File: config.mk
export PLATFORM = sky130hd
export DESIGN_NAME = fifo_stream_drain_flat
export DESIGN_NICKNAME = d
export VERILOG_FILES = /design/src/rtl/fifo_drain_pkg.sv /design/src/rtl/fifo_stream_drain_if.sv /design/src/rtl/fifo_drain_skid_buf.sv /design/src/rtl/fifo_stream_drain.sv /design/src/flat_wrapper.sv
export SDC_FILE = /design/constraint.sdc
export NUM_CORES = 1
export LEC_CHECK = 0
export ABC_CLOCK_PERIOD_IN_PS = 3800
export CORE_ASPECT_RATIO = 0.75
export CORE_MARGIN = 10
export CORE_UTILIZATION = 52
export DETAILED_ROUTE_END_ITERATION = 10
export PLACE_DENSITY = 0.88
export SLEW_MARGIN = 5
export SYNTH_ARGS = -nofsm -noshare
export SYNTH_HDL_FRONTEND = slang
export SYNTH_HIERARCHICAL = 1
export SYNTH_SLANG_ARGS = --single-unit
File: constraint.sdc
create_clock -name clk -period 3.8 [get_ports clk]
set_input_delay 0.38 -clock clk [delete_from_list [all_inputs] [get_ports clk]]
set_output_delay 0.38 -clock clk [all_outputs]
set_load 0.005 [all_outputs]
File: src/rtl/fifo_drain_pkg.sv
// rtl/fifo_drain_pkg.sv - shared types and default widths for the FIFO stream drain
package fifo_drain_pkg;

  localparam int DEF_FIFO_WIDTH = 16;
  localparam int DEF_SKID_DEPTH = 3;
  localparam int DEF_CNT_WIDTH  = 16;

  typedef enum logic [1:0] {
    IDLE  = 2'd0,
    RUN   = 2'd1,
    DRAIN = 2'd2
  } drain_state_e;

endpackage

File: src/rtl/fifo_stream_drain_if.sv
// rtl/fifo_stream_drain_if.sv - valid/ready output stream carrying drained FIFO words
import fifo_drain_pkg::*;

interface fifo_stream_drain_if #(
  parameter int WIDTH = DEF_FIFO_WIDTH
);
  logic             m_valid;
  logic             m_ready;
  logic [WIDTH-1:0] m_data;

  modport master (output m_valid, output m_data, input m_ready);
  modport slave  (input m_valid, input m_data, output m_ready);
endinterface

File: src/rtl/fifo_drain_skid_buf.sv
// rtl/fifo_drain_skid_buf.sv - circular skid buffer; DEPTH need not be a power of two
module fifo_drain_skid_buf
  import fifo_drain_pkg::*;
#(
  parameter int DEPTH = DEF_SKID_DEPTH,
  parameter int WIDTH = DEF_FIFO_WIDTH,
  parameter int OCC_W = $clog2(DEPTH + 1)
) (
  input  logic             clk,
  input  logic             rst_n,
  input  logic             push_i,
  input  logic [WIDTH-1:0] push_data_i,
  input  logic             pop_i,
  output logic [OCC_W-1:0] occ_o,
  output logic [WIDTH-1:0] head_o
);

  localparam int PTR_W = (DEPTH > 1) ? $clog2(DEPTH) : 1;

  logic [WIDTH-1:0] mem_q [DEPTH];
  logic [PTR_W-1:0] wr_ptr_q, wr_ptr_d;
  logic [PTR_W-1:0] rd_ptr_q, rd_ptr_d;
  logic [OCC_W-1:0] occ_q, occ_d;

  function automatic logic [PTR_W-1:0] ptr_inc(input logic [PTR_W-1:0] p);
    return (p == PTR_W'(DEPTH - 1)) ? '0 : p + 1'b1;
  endfunction

  always_comb begin
    wr_ptr_d = wr_ptr_q;
    rd_ptr_d = rd_ptr_q;
    occ_d    = occ_q;
    if (push_i) wr_ptr_d = ptr_inc(wr_ptr_q);
    if (pop_i)  rd_ptr_d = ptr_inc(rd_ptr_q);
    if (push_i && !pop_i)      occ_d = occ_q + 1'b1;
    else if (!push_i && pop_i) occ_d = occ_q - 1'b1;
  end

  always_ff @(posedge clk or negedge rst_n) begin
    if (!rst_n) begin
      for (int i = 0; i < DEPTH; i++) mem_q[i] <= '0;
      wr_ptr_q <= '0;
      rd_ptr_q <= '0;
      occ_q    <= '0;
    end else begin
      if (push_i) mem_q[wr_ptr_q] <= push_data_i;
      wr_ptr_q <= wr_ptr_d;
      rd_ptr_q <= rd_ptr_d;
      occ_q    <= occ_d;
    end
  end

  assign occ_o  = occ_q;
  assign head_o = mem_q[rd_ptr_q];

endmodule

File: src/rtl/fifo_stream_drain.sv
// rtl/fifo_stream_drain.sv - drains a synchronous FIFO into a valid/ready stream
module fifo_stream_drain
  import fifo_drain_pkg::*;
#(
  parameter int FIFO_WIDTH = DEF_FIFO_WIDTH,
  parameter int SKID_DEPTH = DEF_SKID_DEPTH,
  parameter int CNT_WIDTH  = DEF_CNT_WIDTH
) (
  input  logic                  clk,
  input  logic                  rst_n,
  input  logic                  enable,
  input  logic                  fifo_empty,
  input  logic [FIFO_WIDTH-1:0] fifo_dout,
  output logic                  fifo_rd_en,
  fifo_stream_drain_if.master   m,
  output logic                  busy,
  output logic [CNT_WIDTH-1:0]  word_count
);

  localparam int OCC_W = $clog2(SKID_DEPTH + 1);

  drain_state_e         state_q, state_d;
  logic                 pend_q;
  logic [CNT_WIDTH-1:0] word_count_q, word_count_d;
  logic [OCC_W-1:0]     occ;
  logic [OCC_W:0]       inflight;
  logic                 beat;

  // Space check counts the word already in flight so the buffer can never overflow.
  assign inflight   = {1'b0, occ} + {{OCC_W{1'b0}}, pend_q};
  assign fifo_rd_en = (state_q == RUN) && !fifo_empty &&
                      (inflight < (OCC_W + 1)'(SKID_DEPTH));
  assign m.m_valid  = (occ != '0);
  assign beat       = m.m_valid && m.m_ready;

  fifo_drain_skid_buf #(
    .DEPTH (SKID_DEPTH),
    .WIDTH (FIFO_WIDTH),
    .OCC_W (OCC_W)
  ) u_skid (
    .clk         (clk),
    .rst_n       (rst_n),
    .push_i      (pend_q),
    .push_data_i (fifo_dout),
    .pop_i       (beat),
    .occ_o       (occ),
    .head_o      (m.m_data)
  );

  always_comb begin
    state_d      = state_q;
    word_count_d = beat ? word_count_q + 1'b1 : word_count_q;
    unique case (state_q)
      IDLE:    if (enable) state_d = RUN;
      RUN:     if (!enable) state_d = DRAIN;
      DRAIN: begin
        if (enable)                        state_d = RUN;
        else if (!pend_q && occ == '0)     state_d = IDLE;
      end
      default: state_d = IDLE;
    endcase
  end

  always_ff @(posedge clk or negedge rst_n) begin
    if (!rst_n) begin
      state_q      <= IDLE;
      pend_q       <= 1'b0;
      word_count_q <= '0;
    end else begin
      state_q      <= state_d;
      pend_q       <= fifo_rd_en;
      word_count_q <= word_count_d;
    end
  end

  assign busy       = (state_q != IDLE);
  assign word_count = word_count_q;

endmodule

File: src/flat_wrapper.sv
// flat-port wrapper written by rule: the top's interface ports become plain ports
module fifo_stream_drain_flat import fifo_drain_pkg::*;
#(
  parameter int FIFO_WIDTH = DEF_FIFO_WIDTH,
  parameter int SKID_DEPTH = DEF_SKID_DEPTH,
  parameter int CNT_WIDTH  = DEF_CNT_WIDTH
)
  (clk, rst_n, enable, fifo_empty, fifo_dout, fifo_rd_en, busy, word_count, m_m_valid, m_m_data, m_m_ready);
  fifo_stream_drain_if #(.WIDTH((16))) m_i ();
  input  logic clk;
  input  logic rst_n;
  input  logic enable;
  input  logic fifo_empty;
  input  logic [FIFO_WIDTH-1:0] fifo_dout;
  output logic fifo_rd_en;
  output logic busy;
  output logic [CNT_WIDTH-1:0] word_count;
  output wire logic [$bits(m_i.m_valid)-1:0] m_m_valid;
  output wire logic [$bits(m_i.m_data)-1:0] m_m_data;
  input wire logic [$bits(m_i.m_ready)-1:0] m_m_ready;
  assign m_m_valid = m_i.m_valid;
  assign m_m_data = m_i.m_data;
  assign m_i.m_ready = m_m_ready;
  fifo_stream_drain #(.FIFO_WIDTH(FIFO_WIDTH), .SKID_DEPTH(SKID_DEPTH), .CNT_WIDTH(CNT_WIDTH)) u_core (.clk(clk), .rst_n(rst_n), .enable(enable), .fifo_empty(fifo_empty), .fifo_dout(fifo_dout), .fifo_rd_en(fifo_rd_en), .m(m_i), .busy(busy), .word_count(word_count));
endmodule
==> flow_summary.toml, run 1 <==
[yosys]
synthCells = 252
yosysTopAreaCellShare = 0.5516
avgSynthCellArea_um2 = 13.14
synth_edf_count = 0
yosysSeqAreaShare = 0.5516
synth_common_cells = "73 x dfrtp_1, 40 x mux2_2, 26 x nand2_1"
synth-async-reset-ratio = 1.000
synth_top_area_cell = "dfrtp_1"
syn_nets = 277
synthFlopType = "dfrtp_1"
synth_area_mm2 = 0.003312
ys_warn_count = 6
ys_seq_elements = 73
synth_area_leaders = "dfrtp_1 55%, mux2_2 14%, mux2i_1 4.8%"
synth_cell_types = 33
synth_most_common_cell = "dfrtp_1"

[setup_path]
rr_endpoint = "u_core/u_skid/mem_q[4]"
crit_path_frequent_cell = "ha_1"
critPathLaunch = "u_core/pend_q"
path_buf_inv = 1
slowest_stage = "clkdlybuf4s50_1"
crit_end = "fifo_rd_en"
cp_max_fo = 6
rrSetupSlack_ps = 1910
cp-end-kind = "output pin"
reg2reg_from = "u_core/pend_q"
crit_required_ps = 3420
startpoint_type = "flip-flop"
reg2reg_depth = 3
crit_type = "flip-flop to output pin"
cp_top_family = "buffers and inverters"
cp.depth = 4
worstPathCellList = "ha_1, ha_1, a2111oi_0, clkdlybuf4s50_1"
cp.arrival_ps = 2410
cpPeakStageDelay_ps = 600

[floorplan]
die_y_um = 89.12
fp-row-count = 25
die_area_mm2 = 0.009994
core_area_mm2 = 0.006256
initial_core_util = 0.5294
io_pins = 56
die_w_um = 112.2

[final_layout]
syn2layout_area_growth_pct = 25.61
antenna-diode-count = 0
fill_cells = 464
layout-drive-gt1-share = 0.2524
final_nets = 337
post-route-util = 0.6650

[outcome]
outcome = "completed"

[timing]
fin_crit_sh = 0.7331
finalMaxSlewViolations = 0
slew_headroom = 0.3551
rsz0062_at_grt = "false"
finalClockSkew_ps = 10.88
worst_slew_pin_slew_ps = 967.3
fin_ws_ps = 1014
setup_violations = 0
finalWorstPathRequiredPeriod_ps = 2786
fin_setup_tns_ps = 0
fmax_ghz = 0.3590
finalHoldViolations = 0

[detailed_routing]
antenna_left = 0
drc_errors = 0
post_drt_wl_per_cell_um = 16.46
via_per_inst = 5.181
drt_iter0_drc = 71
vias = 2062
firstDrtPassIters = 5
wl_um = 6550

[placement]
portBuffers = 55
dp_hpwl_um = 4491
pre_cts_slack_ps = 1398
gp_congestion = 0.7138

[global_routing]
antenna_found_initial = 0
grt_use_total = 0.1394
overflow = 0
grt_pass1_wl_um = 11160
grt_pass1_vias = 2275
grt_max_degree = 74

[flow_run]
drv_cap = 0

[clocking]
post-cts-setup-buffer-count = 0
clk_pin_slew_ps = 80
clk_path_buf_depth = 2
cts_resized = 0
cts_buffers = 9
htree_levels = 3
holdBufCountCts = 0
cts_tree = "built"
clk_latency_ps = 350
root_buffer = "clkbuf_8"
cts_sinks = 73

[pwr]
pwr-share-comb = 0.382
clkPwrFrac = 0.212
p_leak_nw = 1.829
p_int_mw = 2.283
pwr_density_cell_mw_per_mm2 = 785.6
p_sw_frac = 0.3014
switching_power_mw = 0.9851
ir_worst_vdd_mv = 0.4372
seqPwrFrac = 0.406

[hold_path]
hp-class = "primary input to asynchronous set/reset pin"
-- routing by layer --
metal	vias up	GRT usage	share of wire
li1	995	-	-
met1	1027	0.1671	0.45
met2	35	0.2294	0.49
met3	5	0.06237	0.053
met4	0	0.02759	0.0056
met5	-	0	0
-- how the worst min path moves through the flow --
stage | from | cells past startpoint | slack [ps] | endpoint
finish | rst_n | 1 | 140 | u_core/word_count[7]
floorplan | rst_n | 0 | 80 | u_core/pend_q
CTS | rst_n | 1 | 180 | u_core/word_count[7]
global placement | u_core/word_count[15] | 1 | 460 | u_core/word_count[15]
global route | rst_n | 1 | 190 | u_core/word_count[7]
detailed placement | u_core/word_count[15] | 1 | 470 | u_core/word_count[15]
-- cell type report --
type	instances	area, um^2	share of cell area
Sequential cell	73	1827	0.4391
Multi-Input combinational cell	165	1409	0.3386
Timing Repair Buffer	59	578.1	0.1389
Clock buffer	12	155.1	0.03729
Tap cell	81	101.3	0.02436
Clock inverter	4	75.07	0.01805
Inverter	4	15.01	0.003609
-- power groups by stage --
stage / combinational (mW) / sequential [mW] / clock (mW)
finish: 1.25 / 1.33 / 0.692
global placement: 1.24 / 1.31 / 0
global route: 1.38 / 1.38 / 0.751
CTS: 1.28 / 1.33 / 0.708
floorplan: 0.733 / 1.28 / 0
detailed placement: 1.27 / 1.34 / 0
-- cell families (layout without fill, tap and decap cells) --
| logic type | count (synthesis) | in the layout | synth area share |
|---|---|---|---|
| fa+ha+maj | 4 | 4 | 0.01511 |
| xor+xnor | 18 | 18 | 0.04760 |
| compound gates | 23 | 23 | 0.03854 |
| simple gates | 54 | 54 | 0.09444 |
| mux | 66 | 66 | 0.2297 |
| buf+inv | 14 | 79 | 0.02304 |
| flops | 73 | 73 | 0.5516 |
-- worst register-to-register path: stages (launching register included) --
cell and delay (ps):
dfrtp_1 460, inv_2 90, or3_1 780, mux2_4 460
-- metrics by stage --
step                instances  hold WS [ps]  cell area (um^2)  power [mW]
finish                    398         135.5              4160       3.268
global placement          382         459.4              3930       2.555
global route              398         191.2              4160       3.508
detailed placement        382         467.8              3930       2.609
CTS                       398         182.3              4160       3.312
floorplan                 252         84.41              3312       2.014
-- state kept, by name, summed over array words and instances, names as in the netlist --
name / cells
u_core/state_q: 2
u_core/u_skid/rd_ptr_q: 2
u_core/u_skid/occ_o: 2
u_core/u_skid/mem_q: 48
u_core/word_count: 16
u_core/u_skid/wr_ptr_q: 2
u_core/pend_q: 1
-- layout by cell type (no fill, tap or decap), types with 7 or more instances in the layout --
cell             instances
dfrtp_1                 73
clkdlybuf4s50_1         54
clkbuf_8                11
xnor2_1                 11
mux2_2                  40
o21ai_0                 18
mux2_4                  10
nand2_1                 26
xor2_1                   7
mux2i_1                 16
Power figures use the tool's default switching activity.
==> inputs of run 2 (changes only) <==
Settings changed: ABC_CLOCK_PERIOD_IN_PS 3800 to 2300, CORE_UTILIZATION 52 to 48, PLACE_DENSITY 0.88 to 0.86.
Clock period 3.8 ns to 2.3 ns, I/O delays scaled along.
==> run 2 against run 1 <==
  * Final area up 0.90%
  * Sequential power up 63%
  * Clock power up 53%
  * Count of clock-buffer cells in the layout unchanged
  * Global-route usage down 0.29 points
  * Worst setup slack worse by 820 ps
  * Non-clock buffer count up 5
  * First-iteration DRC count up 15%
  * Critical path depth unchanged
  * Cell count up 2.0%
  * Via count up 2.5%
  * Highest routed layer unchanged
==> flow_summary.toml, run 2 (synthesis gave the netlist of run 1 again) <==
[setup_path]
worstPathCellList = "ha_1, ha_1, a2111oi_2, dlygate4sd2_1"
rr_endpoint = "u_core/u_skid/occ_o[1]"
reg2reg_from = "u_core/u_skid/occ_o[0]"
cp.arrival_ps = 1880
crit_required_ps = 2070
slowest_stage = "a2111oi_2"
reg2reg_depth = 7
cp-end-kind = "output pin"
cp_top_family = "adder cells"
path_buf_inv = 1
cpPeakStageDelay_ps = 400
startpoint_type = "flip-flop"
crit_end = "fifo_rd_en"
cp_max_fo = 2
crit_type = "flip-flop to output pin"
crit_path_frequent_cell = "ha_1"
cp.depth = 4
critPathLaunch = "u_core/pend_q"
rrSetupSlack_ps = 380

[placement]
place_area_mm2 = 0.003971
portBuffers = 55
dp_hpwl_um = 4761
gp_congestion = 0.7637

[final_layout]
largest_register_ffs = 48
layout-drive-gt1-share = 0.2733
layout_common_cells = "73 x dfrtp_1, 53 x clkdlybuf4s50_1, 40 x mux2_2, 26 x nand2_1, 18 x o21ai_0"
regMostFlops = "u_core/u_skid/mem_q"
fin_area_mm2 = 0.004198
final_nets = 342
final_common_cell = "dfrtp_1"
syn2layout_area_growth_pct = 26.75
antenna-diode-count = 0

[hold_path]
hp-class = "primary input to asynchronous set/reset pin"

[detailed_routing]
firstDrtPassIters = 4
vias = 2113
via_per_inst = 5.204
drt_iter0_drc = 82
antenna_left = 0
post_drt_wl_per_cell_um = 16.84
wl_um = 6838
drc_errors = 0

[timing]
finalMaxSlewViolations = 0
hold_slack_ps = 8.910
fin_crit_sh = 0.9173
fin_setup_tns_ps = 0
finalHoldViolations = 0
worst_slew_pin_slew_ps = 939.8
fmax_ghz = 0.4740
slew_headroom = 0.3735
rsz0062_at_grt = "false"
finalWorstPathRequiredPeriod_ps = 2110
finalClockSkew_ps = 9.833
setup_violations = 0

[clocking]
htree_levels = 3
cts_tree = "built"
cts_buffers = 9
root_buffer = "clkbuf_8"
clk_latency_ps = 340
holdBufCountCts = 0
clk_pin_slew_ps = 80
cts_resized = 3
cts_sinks = 73
post-cts-setup-buffer-count = 0
clk_path_buf_depth = 2

[floorplan]
die_y_um = 91.94
initial_core_util = 0.4895
fp-row-count = 26
die_w_um = 115.9
die_area_mm2 = 0.01066
io_pins = 56
core_area_mm2 = 0.006766

[global_routing]
grt_pass1_wl_um = 11570
overflow = 0
grt_max_degree = 74
grt_pass1_vias = 2261
antenna_found_initial = 0
grt_use_total = 0.1365

[pwr]
p_leak_nw = 1.856
pwr_density_cell_mw_per_mm2 = 1282
ir_worst_vdd_mv = 0.7125

[outcome]
outcome = "completed"

[flow_run]
drv_cap = 0
## run 2: final cells by class
type / instances / area, um^2
Clock buffer: 12 / 165.2
Fill cell: 528 / 2569
Timing Repair Buffer: 64 / 618.1
Tap cell: 84 / 105.1
Multi-Input combinational cell: 165 / 1418
Inverter: 4 / 15.01
Clock inverter: 4 / 50.05
Sequential cell: 73 / 1827
## run 2: stage by stage
| step | power, mW | util | worst slack [ps] | cells |
|---|---|---|---|---|
| after floorplan | 3.327 | - | 630.4 | 252 |
| after global placement | 4.265 | 0.5869 | 158.1 | 390 |
| after detailed placement | 4.364 | 0.5869 | 37.62 | 390 |
| after CTS | 5.441 | 0.6195 | 67.76 | 406 |
| after global routing | 5.758 | 0.6204 | 73.47 | 406 |
| final | 5.383 | 0.6204 | 190.2 | 406 |
## run 2: worst min path at each step
| stage | to | from | cells after the start | slack (ps) |
|---|---|---|---|---|
| after floorplan | u_core/pend_q | rst_n | 0 | -70 |
| after global placement | u_core/u_skid/mem_q[22] | rst_n | 1 | 410 |
| after detailed placement | u_core/u_skid/mem_q[22] | rst_n | 1 | 430 |
| after CTS | u_core/word_count[14] | rst_n | 1 | 50 |
| after global routing | u_core/u_skid/mem_q[5] | rst_n | 1 | 80 |
| final | u_core/u_skid/mem_q[5] | rst_n | 1 | 9 |
## run 2: metal layers
layer / global-route usage / vias up / part of all wire
met4: 0.04054 / 0 / 0.0080
li1: - / 1007 / -
met1: 0.1651 / 1058 / 0.44
met2: 0.2147 / 44 / 0.48
met5: 0 / - / 0
met3: 0.06120 / 4 / 0.073
## run 2: where the power goes
group | switching, mW | total (mW) | internal, mW | leakage, nW
clock | 0.468 | 1.06 | 0.588 | 0.105
combinational | 0.834 | 2.16 | 1.32 | 0.861
sequential | 0.347 | 2.17 | 1.83 | 0.891
